**config.mk**
```make
export PLATFORM = sky130hd
export DESIGN_NAME = sem_mailbox
export DESIGN_NICKNAME = d
export VERILOG_FILES = /design/src/rtl/sem_mailbox.sv
export SDC_FILE = /design/constraint.sdc
export NUM_CORES = 1
export LEC_CHECK = 0
export CORE_MARGIN = 10
export CORE_UTILIZATION = 35
export CTS_CLUSTER_DIAMETER = 30
export DETAILED_ROUTE_END_ITERATION = 7
export GPL_TIMING_DRIVEN = 0
export PLACE_DENSITY = 0.74
export SLEW_MARGIN = 20
export SYNTH_ARGS = -nofsm -noshare
export SYNTH_HDL_FRONTEND = slang
export SYNTH_SLANG_ARGS = --single-unit
```
**constraint.sdc**
```tcl
create_clock -name clk -period 3.1 [get_ports clk]
set_input_delay 0.775 -clock clk [delete_from_list [all_inputs] [get_ports clk]]
set_output_delay 0.775 -clock clk [all_outputs]
set_load 0.1 [all_outputs]
```
**src/rtl/sem_mailbox.sv**
```systemverilog
// Semaphore mailbox: DEPTH-entry FIFO that answers a producer controller's write
// handshake and a consumer controller's read handshake, with sticky error flags.
`ifndef DATA_WIDTH
`define DATA_WIDTH 8
`endif

module sem_mailbox #(
    parameter int unsigned DATA_WIDTH = `DATA_WIDTH,
    parameter int unsigned DEPTH      = 1
) (
    input  logic                         clk,
    input  logic                         rst,
    input  logic [DATA_WIDTH-1:0]        wr_data,
    input  logic                         wr_valid,
    output logic                         wr_empty,
    output logic [DATA_WIDTH-1:0]        rd_data,
    output logic                         rd_valid,
    input  logic                         rd_read,
    output logic [$clog2(DEPTH+1)-1:0]   count,
    input  logic                         err_clr,
    output logic                         ovf_err,
    output logic                         udf_err
);

    localparam int unsigned CntW = $clog2(DEPTH + 1);
    localparam int unsigned PtrW = (DEPTH > 1) ? $clog2(DEPTH) : 1;

    logic [DATA_WIDTH-1:0] mem_q [DEPTH];
    logic [PtrW-1:0]       wp_q, wp_d;
    logic [PtrW-1:0]       rp_q, rp_d;
    logic [CntW-1:0]       count_q, count_d;
    logic                  ovf_q, ovf_d;
    logic                  udf_q, udf_d;
    logic                  not_full;
    logic                  not_empty;
    logic                  push;
    logic                  pop;

    assign not_full  = (count_q < CntW'(DEPTH));
    assign not_empty = (count_q != '0);

    // A pop on a full queue frees the slot the same cycle, so the write still lands.
    assign pop  = rd_read && not_empty;
    assign push = wr_valid && (not_full || pop);

    always_comb begin
        wp_d    = wp_q;
        rp_d    = rp_q;
        count_d = count_q;
        ovf_d   = ovf_q & ~err_clr;
        udf_d   = udf_q & ~err_clr;

        if (push) begin
            wp_d = (wp_q == PtrW'(DEPTH - 1)) ? '0 : wp_q + PtrW'(1);
        end
        if (pop) begin
            rp_d = (rp_q == PtrW'(DEPTH - 1)) ? '0 : rp_q + PtrW'(1);
        end

        unique case ({push, pop})
            2'b10:   count_d = count_q + CntW'(1);
            2'b01:   count_d = count_q - CntW'(1);
            default: count_d = count_q;
        endcase

        // Setting after the clear term makes a new error win over err_clr.
        if (wr_valid && !push) begin
            ovf_d = 1'b1;
        end
        if (rd_read && !not_empty) begin
            udf_d = 1'b1;
        end
    end

    always_ff @(posedge clk or negedge rst) begin
        if (!rst) begin
            wp_q    <= '0;
            rp_q    <= '0;
            count_q <= '0;
            ovf_q   <= 1'b0;
            udf_q   <= 1'b0;
        end else begin
            wp_q    <= wp_d;
            rp_q    <= rp_d;
            count_q <= count_d;
            ovf_q   <= ovf_d;
            udf_q   <= udf_d;
        end
    end

    always_ff @(posedge clk or negedge rst) begin
        if (!rst) begin
            for (int i = 0; i < int'(DEPTH); i++) begin
                mem_q[i] <= '0;
            end
        end else begin
            for (int i = 0; i < int'(DEPTH); i++) begin
                if (push && (wp_q == PtrW'(i))) begin
                    mem_q[i] <= wr_data;
                end
            end
        end
    end

    always_comb begin
        rd_data = '0;
        for (int i = 0; i < int'(DEPTH); i++) begin
            if (rp_q == PtrW'(i)) begin
                rd_data = mem_q[i];
            end
        end
    end

    assign wr_empty = not_full;
    assign rd_valid = not_empty;
    assign count    = count_q;
    assign ovf_err  = ovf_q;
    assign udf_err  = udf_q;

endmodule

```
==> results.cfg, run 1 <==
[status]
status = finished, final reports clean

[final_layout]
fillers = 119
final_common_cell = clkdlybuf4s50_1
final_cells = 72
multi_input_area_um2 = 176
most-common-layout-cells = 25 x clkdlybuf4s50_1, 11 x dfrtp_1, 8 x mux2_4
syn2layout_area_growth_pct = 62.8
regArea_um2 = 275
finish.net_count = 71
drive_gt1_frac = 0.263
n_antenna_cell = 0

[routing]
vias = 319
ant_nets = 0
dr.pass1.iters = 3
drt_iter0_drc = 1
totalWireLength_mm = 1.04
wl_per_cell_um = 14.4
viasPerCell = 4.43
drc = 0

[worst_setup_path]
cp-startpoint = count$_DFFE_PN0P_
start_kind = flip-flop
path_class = flip-flop to output pin
critPathCaptureType = output pin
cp.required_ns = 2.32
critical_path_arrival_ns = 1.93
r2r-start = count$_DFFE_PN0P_
worstPathMaxFanout = 4

[place]
dp_slack_ns = 0.651
placed_cells = 68
gp_congestion = 0.633
port_buffers = 25

[sta]
timing.final.ws_setup_ns = 0.391
min_period_ns = 2.71
max_freq_mhz = 369
tightest_slew_ns = 0.982
whs_ns = 0.503
finalSetupTns_ns = 0
slew_headroom = 0.343
drv_slew = 0
hold_viol = 0
period_share = 0.874
final-setup-viol-count = 0
skew_ns = 0.000222
rsz0062_at_grt = false

[grt]
grt_usage = 0.0675
antenna_found_initial = 0
grt_pass1_wl_mm = 1.75
grt_start_max_net_pins = 12
overflow = 0
grt_pass1_vias = 393

[logic_synthesis]
synth.top_cell.area_share = 0.585
avgSynthCellArea_um2 = 16.8
syn_area_um2 = 470
synth_fp_nets = 41
yosysTopAreaCell = dfrtp_1
postSynthCellCount = 28
yosys_warnings = 0
synth-seq-cells = 11
synth_seq_area_share = 0.585
synthDistinctLibCells = 9
netlist_top_cells_area = dfrtp_1 59%, mux2_4 26%, nand2_8 4.3%

[clock_tree]
clk_root_buffer_cell = clkbuf_4
cts_setup_buffers = 0
cts_tree = done
cts_buffer_depth = 2
cts_resized = 0
cts_buffers = 3
postCtsHoldBufs = 0
clock_latency_ns = 0.26
cts_sinks = 11
clkTransAtPathRegs_ns = 0.07
htreeDepth = 1

[floorplanning]
io_pins = 26
fp.dieW_um = 56.7
die_h_um = 56.7
initial_core_util = 0.366
core.rowCount = 13
die_area_um2 = 3210
core_um2 = 1280

[power_and_ir_drop]
p_int_w = 0.000286
power_frac_comb = 0.489
power.switching_w = 0.000236
max-vdd-ir-drop_mv = 0.349
swShare = 0.452
power_w = 0.000523
p_leak_nw = 0.357
power_frac_seq = 0.332
p_clk_frac = 0.179
p_per_area_nw_per_um2 = 682

[hold_path]
hold_class = flip-flop to flip-flop
worstHoldStart = udf_err$_DFF_PN0_

[run]
cap_violations = 0
==> cell families (layout without fill, tap and decap cells) <==
group	Yosys count	in the layout	synth area share
AND/OR/NAND/NOR	3	3	0.0798
flip-flops	11	11	0.585
buffers and inverters	4	33	0.0399
AO/OA/AOI/OAI	2	2	0.0399
multiplexers	8	8	0.255
==> synth_stat cells (all sizes together) <==
cell and count:
buf 1, nand2b 1, o2bb2ai 1, inv 3
dfrtp 11, a22o 1, nand2 2, mux2 8
==> flip-flops by register name, indices dropped and copies added, names as in the netlist <==
name     cells
udf_err      1
mem_q        8
ovf_err      1
count        1
==> metrics by stage <==
step           area [um^2]   util
2_1_floorplan          470      -
3_3_place_gp           739  0.575
3_5_place_dp           739  0.575
4_1_cts                766  0.596
5_1_grt                766  0.596
6_report               766  0.596
==> power groups by stage <==
stage          registers, W  clock network, W   logic, W
2_1_floorplan      0.000314                 0  0.0000510
3_3_place_gp       0.000176                 0   0.000256
3_5_place_dp       0.000176                 0   0.000258
4_1_cts            0.000174         0.0000987   0.000258
5_1_grt            0.000176          0.000107   0.000263
6_report           0.000173         0.0000936   0.000256
==> metal layers <==
layer | vias up | global-route usage | share of wire
li1 | 150 | - | -
met1 | 149 | 0.0616 | 0.38
met2 | 20 | 0.0972 | 0.44
met3 | 0 | 0.0607 | 0.17
met4 | 0 | 0.0412 | 0
met5 | - | 0 | 0
==> final cells by class <==
type	count	share of cell area
tap	15	0.0245
sequential	11	0.359
buffer	1	0.00980
multi-input combinational	13	0.230
clock buffer	4	0.0343
inverter	3	0.0147
timing repair buffer	25	0.327
==> final timing paths <==
check,end,depth (start not counted),slack (ns)
min in group asynchronous,mem_q[1]$_DFFE_PN0P_,1,0.84
hold reg to reg,udf_err$_DFF_PN0_,1,0.50
max in group asynchronous,ovf_err$_DFF_PN0_,1,1.95
hold / removal,udf_err$_DFF_PN0_,1,0.50
setup reg to reg,mem_q[4]$_DFFE_PN0P_,3,2.02
setup / recovery,rd_valid,2,0.39
==> critical path, cell delays in order, from the launching register on <==
cell	delay, ns
dfrtp_1	0.42
buf_4	0.13
clkdlybuf4s50_1	1.12
(Power assumes the default switching activity.)
==> inputs of run 2 (changes only) <==
--- a/config.mk
+++ b/config.mk
@@ -10,7 +10,7 @@
 export CTS_CLUSTER_DIAMETER = 30
 export DETAILED_ROUTE_END_ITERATION = 7
 export GPL_TIMING_DRIVEN = 0
-export PLACE_DENSITY = 0.74
+export PLACE_DENSITY = 0.7
 export SLEW_MARGIN = 20
 export SYNTH_ARGS = -nofsm -noshare
 export SYNTH_HDL_FRONTEND = slang
==> results.cfg, run 2 (synthesized netlist as in run 1, its figures left out) <==
[routing]
viasPerCell = 4.54
drc = 0
drt_iter0_drc = 0
ant_nets = 0
wl_per_cell_um = 14.7
dr.pass1.iters = 1
vias = 327
totalWireLength_mm = 1.06

[place]
port_buffers = 25
gp_congestion = 0.673
placed_cells = 68
place_hpwl_um = 845
dp_slack_ns = 0.653

[power_and_ir_drop]
p_per_area_nw_per_um2 = 682
power_w = 0.000522
p_leak_nw = 0.357
max-vdd-ir-drop_mv = 0.376

[worst_setup_path]
cp_slowest_cell = clkdlybuf4s50_1
path_class = flip-flop to output pin
crit_chain = buf_4 > clkdlybuf4s50_1
worstPathMaxFanout = 4
r2r-start = count$_DFFE_PN0P_
cp.required_ns = 2.32
critPathTopFamily = buffers and inverters
critPathBufInv = 2
start_kind = flip-flop
critical_path_arrival_ns = 1.93
critPathCaptureType = output pin
critical_path.max_stage_delay_ns = 1.12
cp-startpoint = count$_DFFE_PN0P_

[grt]
gr-max-usage-layer = met1
grt_start_max_net_pins = 12
grt_usage = 0.0697
grt_pass1_wl_mm = 1.75
use_met2 = 0.0784
antenna_found_initial = 0
grt_pass1_vias = 363
grt_util_met1 = 0.0796
overflow = 0
grt.met3_usage = 0.0742

[sta]
tightest_slew_ns = 0.987
hold_viol = 0
timing.final.ws_setup_ns = 0.390
period_share = 0.874
min_period_ns = 2.71
skew_ns = 0.00281
slew_headroom = 0.340
whs_ns = 0.486
finalSetupTns_ns = 0
rsz0062_at_grt = false
drv_slew = 0
max_freq_mhz = 369
final-setup-viol-count = 0

[clock_tree]
cts_tree = done
cts_buffers = 3
clkTransAtPathRegs_ns = 0.07
cts_buffer_depth = 2
cts_sinks = 11
postCtsHoldBufs = 0
cts_resized = 0
htreeDepth = 1
cts_setup_buffers = 0
clk_root_buffer_cell = clkbuf_4
clock_latency_ns = 0.26

[floorplanning]
initial_core_util = 0.366
fp.dieW_um = 56.7
io_pins = 26
die_area_um2 = 3210
die_h_um = 56.7
core.rowCount = 13
core_um2 = 1280

[final_layout]
registers.top_by_ff_count = mem_q
syn2layout_area_growth_pct = 62.8
final_common_cell = clkdlybuf4s50_1
drive_gt1_frac = 0.263
n_antenna_cell = 0
finish.net_count = 71
most-common-layout-cells = 25 x clkdlybuf4s50_1, 11 x dfrtp_1, 8 x mux2_4
largest_reg_flops = 8
final_cells = 72

[status]
status = finished, final reports clean

[hold_path]
worstHoldStart = ovf_err$_DFF_PN0_
hold_class = flip-flop to flip-flop

[run]
cap_violations = 0
-- run 2: area by class of cell --
| type | count | area (um^2) |
|---|---|---|
| timing repair buffer | 25 | 250 |
| inverter | 3 | 11.3 |
| sequential | 11 | 275 |
| fill | 113 | 519 |
| tap | 15 | 18.8 |
| buffer | 1 | 7.51 |
| clock buffer | 4 | 26.3 |
| multi-input combinational | 13 | 176 |
-- run 2: metrics by stage --
stage | area, um^2 | util
5_1_grt | 766 | 0.596
3_5_place_dp | 739 | 0.575
6_report | 766 | 0.596
4_1_cts | 766 | 0.596
2_1_floorplan | 470 | -
3_3_place_gp | 739 | 0.575
-- run 2: path summary, 6_finish.rpt --
kind	cells past startpoint	slack (ns)	end
worst max-delay path	2	0.39	rd_valid
worst max register to register	3	2.02	mem_q[7]$_DFFE_PN0P_
max in group asynchronous	1	1.95	mem_q[6]$_DFFE_PN0P_
worst min register to register	1	0.49	ovf_err$_DFF_PN0_
worst min-delay path	1	0.49	ovf_err$_DFF_PN0_
min in group asynchronous	1	0.83	udf_err$_DFF_PN0_
-- run 2: worst register-to-register path: stages (launching register included) --
cell      delay (ns)
dfrtp_1         0.43
nand2b_4        0.13
nand2_8         0.09
mux2_4          0.32
-- run 2: where the power goes --
group / total [W] / internal [W] / leakage, nW / switching, W
clock network: 0.0000931 / 0.0000497 / 0.0150 / 0.0000435
registers: 0.000173 / 0.000162 / 0.130 / 0.0000110
logic: 0.000256 / 0.0000744 / 0.212 / 0.000181
-- run 2: metal layers --
| layer | share of wire | wire length (um) | up-vias |
|---|---|---|---|
| met4 | 0 | 0 | 0 |
| li1 | - | - | 151 |
| met1 | 0.44 | 467 | 148 |
| met5 | 0 | 0 | - |
| met3 | 0.21 | 222 | 0 |
| met2 | 0.35 | 369 | 28 |
==> patch 1 (config.mk and constraints of run 1) <==
Put one more register stage on the output `udf_err`. The value now appears one clock later. The other outputs are not delayed to match.
--- a/src/rtl/sem_mailbox.sv
+++ b/src/rtl/sem_mailbox.sv
@@ -115,7 +115,9 @@
     assign rd_valid = not_empty;
     assign count    = count_q;
     assign ovf_err  = ovf_q;
-    assign udf_err  = udf_q;
+    always_ff @(posedge clk) begin
+        udf_err <= udf_q;
+    end
 
 endmodule
 
Formal check against the unedited RTL: not equivalent (Yosys sat finds a counterexample within 4 cycles, from zero or initial values and one cycle with rst low).
==> patch 1 against run 1 <==
- final cell count is 1.4% higher
- sequential cell count rose by 1
- cell area increased by 3.9%
- clock skew grew 0.0029 ns
- wire length is 7.1% higher
- total power rose by 7.9%
- non-clock buffer count is the same
- area after synthesis is 4.3% higher
- setup slack got worse by 0.022 ns
- synthesized cell count is 3.6% higher
- critical path type unchanged
- critical endpoint unchanged
- largest cell class unchanged
- largest power group unchanged
- highest routed layer unchanged
==> patch 1: results <==
group,metric,value,unit
outcome,status,"finished, final reports clean",
logic_synthesis,yosysUniqueCellTypes,10,
logic_synthesis,yosysSeqAreaShare,0.6020,
logic_synthesis,async_flop_share,0.9167,
placement,dp.cells,69,
layout,final_area,795.8,sq um
layout,drive_gt1_frac,0.2759,
worst_setup_path,reg2reg_slack,2.00,ns
min_path,hold_depth,0,
worst_setup_path,slowest_delay,1.12,ns
pwr,p_leak,0.3711,nW
pwr,vdd_ir_drop_max,0.0002980,V
global_route,grt_pass1_vias,377,
placement,place_congestion,0.6585,
min_path,worstHoldEndpoint,"udf_err$_DFF_P_",
routing,via_per_inst,4.493,
global_route,grt_pass1_wl,1876,um
min_path,hold_start,"udf_q$_DFF_PN0_",
clock_network,holdBufCountCts,0,
sta,fin_skew,0.003097,ns
layout,area_share_nonclk_buffers,0.3239,
logic_synthesis,synth_nets,42,
layout,diodes,0,
routing,drt_iter0_markers,1,
routing,firstDrtPassIters,2,
pwr,p_int,321.9,uW
pwr,pg_seq,187,uW
layout,clk_share,0.04560,
global_route,track_usage,0.07247,
worst_setup_path,cp_data_arrival_time,1.96,ns
placement,place_area,759.5,sq um
sta,max_freq,0.3661,GHz
sta,max_slew.worst_pin.slew,0.9928,ns
worst_setup_path,r2r_cells,3,
pwr,clock_power_share,0.213,
logic_synthesis,ys_top_cells_by_area,"dfrtp_1, mux2_4, dfxtp_1, nand2_8, nand2b_4",
logic_synthesis,syn_inst,29,
logic_synthesis,yosysWarningCount,0,
layout,nets,72,
routing,routed-via-count,328,
routing,wl_per_cell,15.18,um
sta,whs,0.3810,ns
layout,multi_input_area_share,0.2217,
layout,fillers,110,
layout,regArea,295.3,sq um
==> patch 1: cell count changes after synthesis <==
| cell | before | now |
|---|---|---|
| dfxtp_1 | 0 | 1 |
==> patch 1: how the worst max path moves through the flow <==
stage	endpoint	slack, ns	cells past startpoint
floorplan	wr_empty	0.65	1
global placement	rd_valid	0.64	2
detailed placement	rd_valid	0.64	2
CTS	rd_valid	0.34	2
global route	rd_valid	0.31	2
finish	rd_valid	0.37	2
==> patch 1: kinds of logic (layout without fill, tap and decap cells) <==
logic type | Yosys count | after routing | synth area share
buffers and inverters | 4 | 33 | 0.03827
DFF | 12 | 12 | 0.6020
AOI/OAI and AO/OA | 2 | 2 | 0.03827
and+or+nand+nor | 3 | 3 | 0.07652
muxes | 8 | 8 | 0.2449
==> patch 1: per-layer routing <==
metal / part of all wire / GRT usage
met1: 0.42 / 0.08396
met2: 0.49 / 0.1135
met3: 0.088 / 0.03097
met4: 0 / 0.03020
met5: 0 / 0
==> patch 2 (config.mk and constraints of run 1) <==
Made on the original files. The macro `DATA_WIDTH` goes from 8 to 9.
--- a/src/rtl/sem_mailbox.sv
+++ b/src/rtl/sem_mailbox.sv
@@ -1,7 +1,7 @@
 // Semaphore mailbox: DEPTH-entry FIFO that answers a producer controller's write
 // handshake and a consumer controller's read handshake, with sticky error flags.
 `ifndef DATA_WIDTH
-`define DATA_WIDTH 8
+`define DATA_WIDTH 9
 `endif
 
 module sem_mailbox #(
Ports: changed (resized rd_data and wr_data); port bits go from 26 to 28. No check against the original RTL was run, so the function may have changed too.
==> patch 2 against run 1 <==
- sequential share of layout area grew 0.58 points
- die area rose by 5.5%
- wire length up 10%
- sequential cell count increased by 1
- total power is 7.0% higher
- cell area is 7.4% higher
- area after synthesis rose by 8.5%
- sequential power grew 9%
- final cell count is 4.2% higher
- setup slack worse by 0.010 ns
- combinational power up 9.4%
- critical path type unchanged
- largest cell class unchanged
==> patch 2: results <==
group,metric,value,unit
min_path,hp-class,"reg2reg",
routing,firstDrtPassIters,2,
global_route,grt_pass1_vias,380,
global_route,antenna_found_initial,0,
layout,drive_gt1_frac,0.2667,
logic_synthesis,synth_common_cells,"dfrtp_1, mux2_4, inv_1",
placement,post-place-ws,0.6483,ns
sta,fin_skew,0.003656,ns
routing,via_per_inst,4.293,
global_route,grt_max_degree,13,
logic_synthesis,yosysSeqAreaShare,0.5882,
layout,fillers,112,
logic_synthesis,synth_nets,44,
layout,nets,76,
clock_network,htreeDepth,1,
pwr,vdd_ir_drop_max,0.0004150,V
global_route,track_usage,0.07124,
layout,diodes,0,
clock_network,clk_path_buf_depth,2,
worst_setup_path,cp_max_fo,4,
logic_synthesis,ys_top_cells_by_area,"dfrtp_1, mux2_4, nand2_8, nand2b_4, inv_1",
pwr,p_leak,0.3839,nW
placement,portBuffers,27,
worst_setup_path,slowest_stage,"clkdlybuf4s50_1",
clock_network,numCtsBuffers,3,
clock_network,clkLatencyLatePin,0.26,ns
clock_network,postCtsSetupBuffers,0,
logic_synthesis,async_flop_share,1.000,
placement,place_congestion,0.6259,
sta,max_slew.worst_pin.slew,0.9781,ns
logic_synthesis,syn_inst,30,
worst_setup_path,cp_data_arrival_time,1.94,ns
placement,dp.cells,72,
routing,routed-via-count,322,
layout,largest_register_ffs,9,
logic_synthesis,yosysUniqueCellTypes,9,
global_route,grt_pass1_wl,1842,um
worst_setup_path,crit_family,"buffers and inverters",
routing,drt_iter0_markers,3,
logic_synthesis,yosysWarningCount,0,
outcome,status,"finished, final reports clean",
worst_setup_path,slowest_delay,1.12,ns
pwr,power.share.switching,0.4574,
routing,wl_per_cell,15.21,um
[patch 2: cell count changes in the layout (fill, tap and decap cells not counted), sizes merged]
cell	delta
clkbuf	-1
clkdlybuf4s50	+2
dfrtp	+1
mux2	+1
[patch 2: routing by layer]
| metal | track usage | vias up | routed length, um | share of wire |
|---|---|---|---|---|
| li1 | - | 160 | - | - |
| met1 | 0.07855 | 144 | 481 | 0.42 |
| met2 | 0.09663 | 18 | 476 | 0.42 |
| met3 | 0.05229 | 0 | 183 | 0.16 |
| met4 | 0.04027 | 0 | 0 | 0 |
| met5 | 0 | - | 0 | 0 |
[patch 2: final cells by class]
class                           instances  share of cell area
Sequential cell                        12              0.3653
Multi-Input combinational cell         14              0.2329
Buffer                                  1            0.009132
Clock buffer                            3             0.02740
Inverter                                3             0.01370
Tap cell                               15             0.02283
Timing Repair Buffer                   27              0.3288
[patch 2: through the flow]
step	power, mW	area, sq um
after floorplan	0.3990	510.5
after global placement	0.4720	799.5
after detailed placement	0.4732	799.5
after CTS	0.5686	822.0
after global routing	0.5856	822.0
final	0.5591	822.0
[patch 2: path summary, 6_finish.rpt]
kind / from / end / slack [ns] / cells past startpoint
worst min register to register: udf_err$_DFF_PN0_ / udf_err$_DFF_PN0_ / 0.50 / 1
worst max-delay path: count$_DFFE_PN0P_ / rd_valid / 0.38 / 2
max in group asynchronous: rst / mem_q[7]$_DFFE_PN0P_ / 1.88 / 1
worst min-delay path: udf_err$_DFF_PN0_ / udf_err$_DFF_PN0_ / 0.50 / 1
min in group asynchronous: rst / mem_q[0]$_DFFE_PN0P_ / 0.86 / 1
worst max register to register: count$_DFFE_PN0P_ / mem_q[1]$_DFFE_PN0P_ / 2.01 / 3
[patch 2: cell families (layout without fill, tap and decap cells)]
logic type,after synthesis,in the layout,share of synthesized area
and+or+nand+nor,3,3,0.07352
buffers and inverters,4,34,0.03677
DFF,12,12,0.5882
AOI/OAI and AO/OA,2,2,0.03677
muxes,9,9,0.2647
[patch 2: power by group through the flow]
stage / combinational [mW] / clock, mW / sequential (mW)
global route: 0.289 / 0.105 / 0.192
CTS: 0.282 / 0.0977 / 0.189
global placement: 0.281 / 0 / 0.191
finish: 0.280 / 0.0905 / 0.189
detailed placement: 0.282 / 0 / 0.191
floorplan: 0.0545 / 0 / 0.344
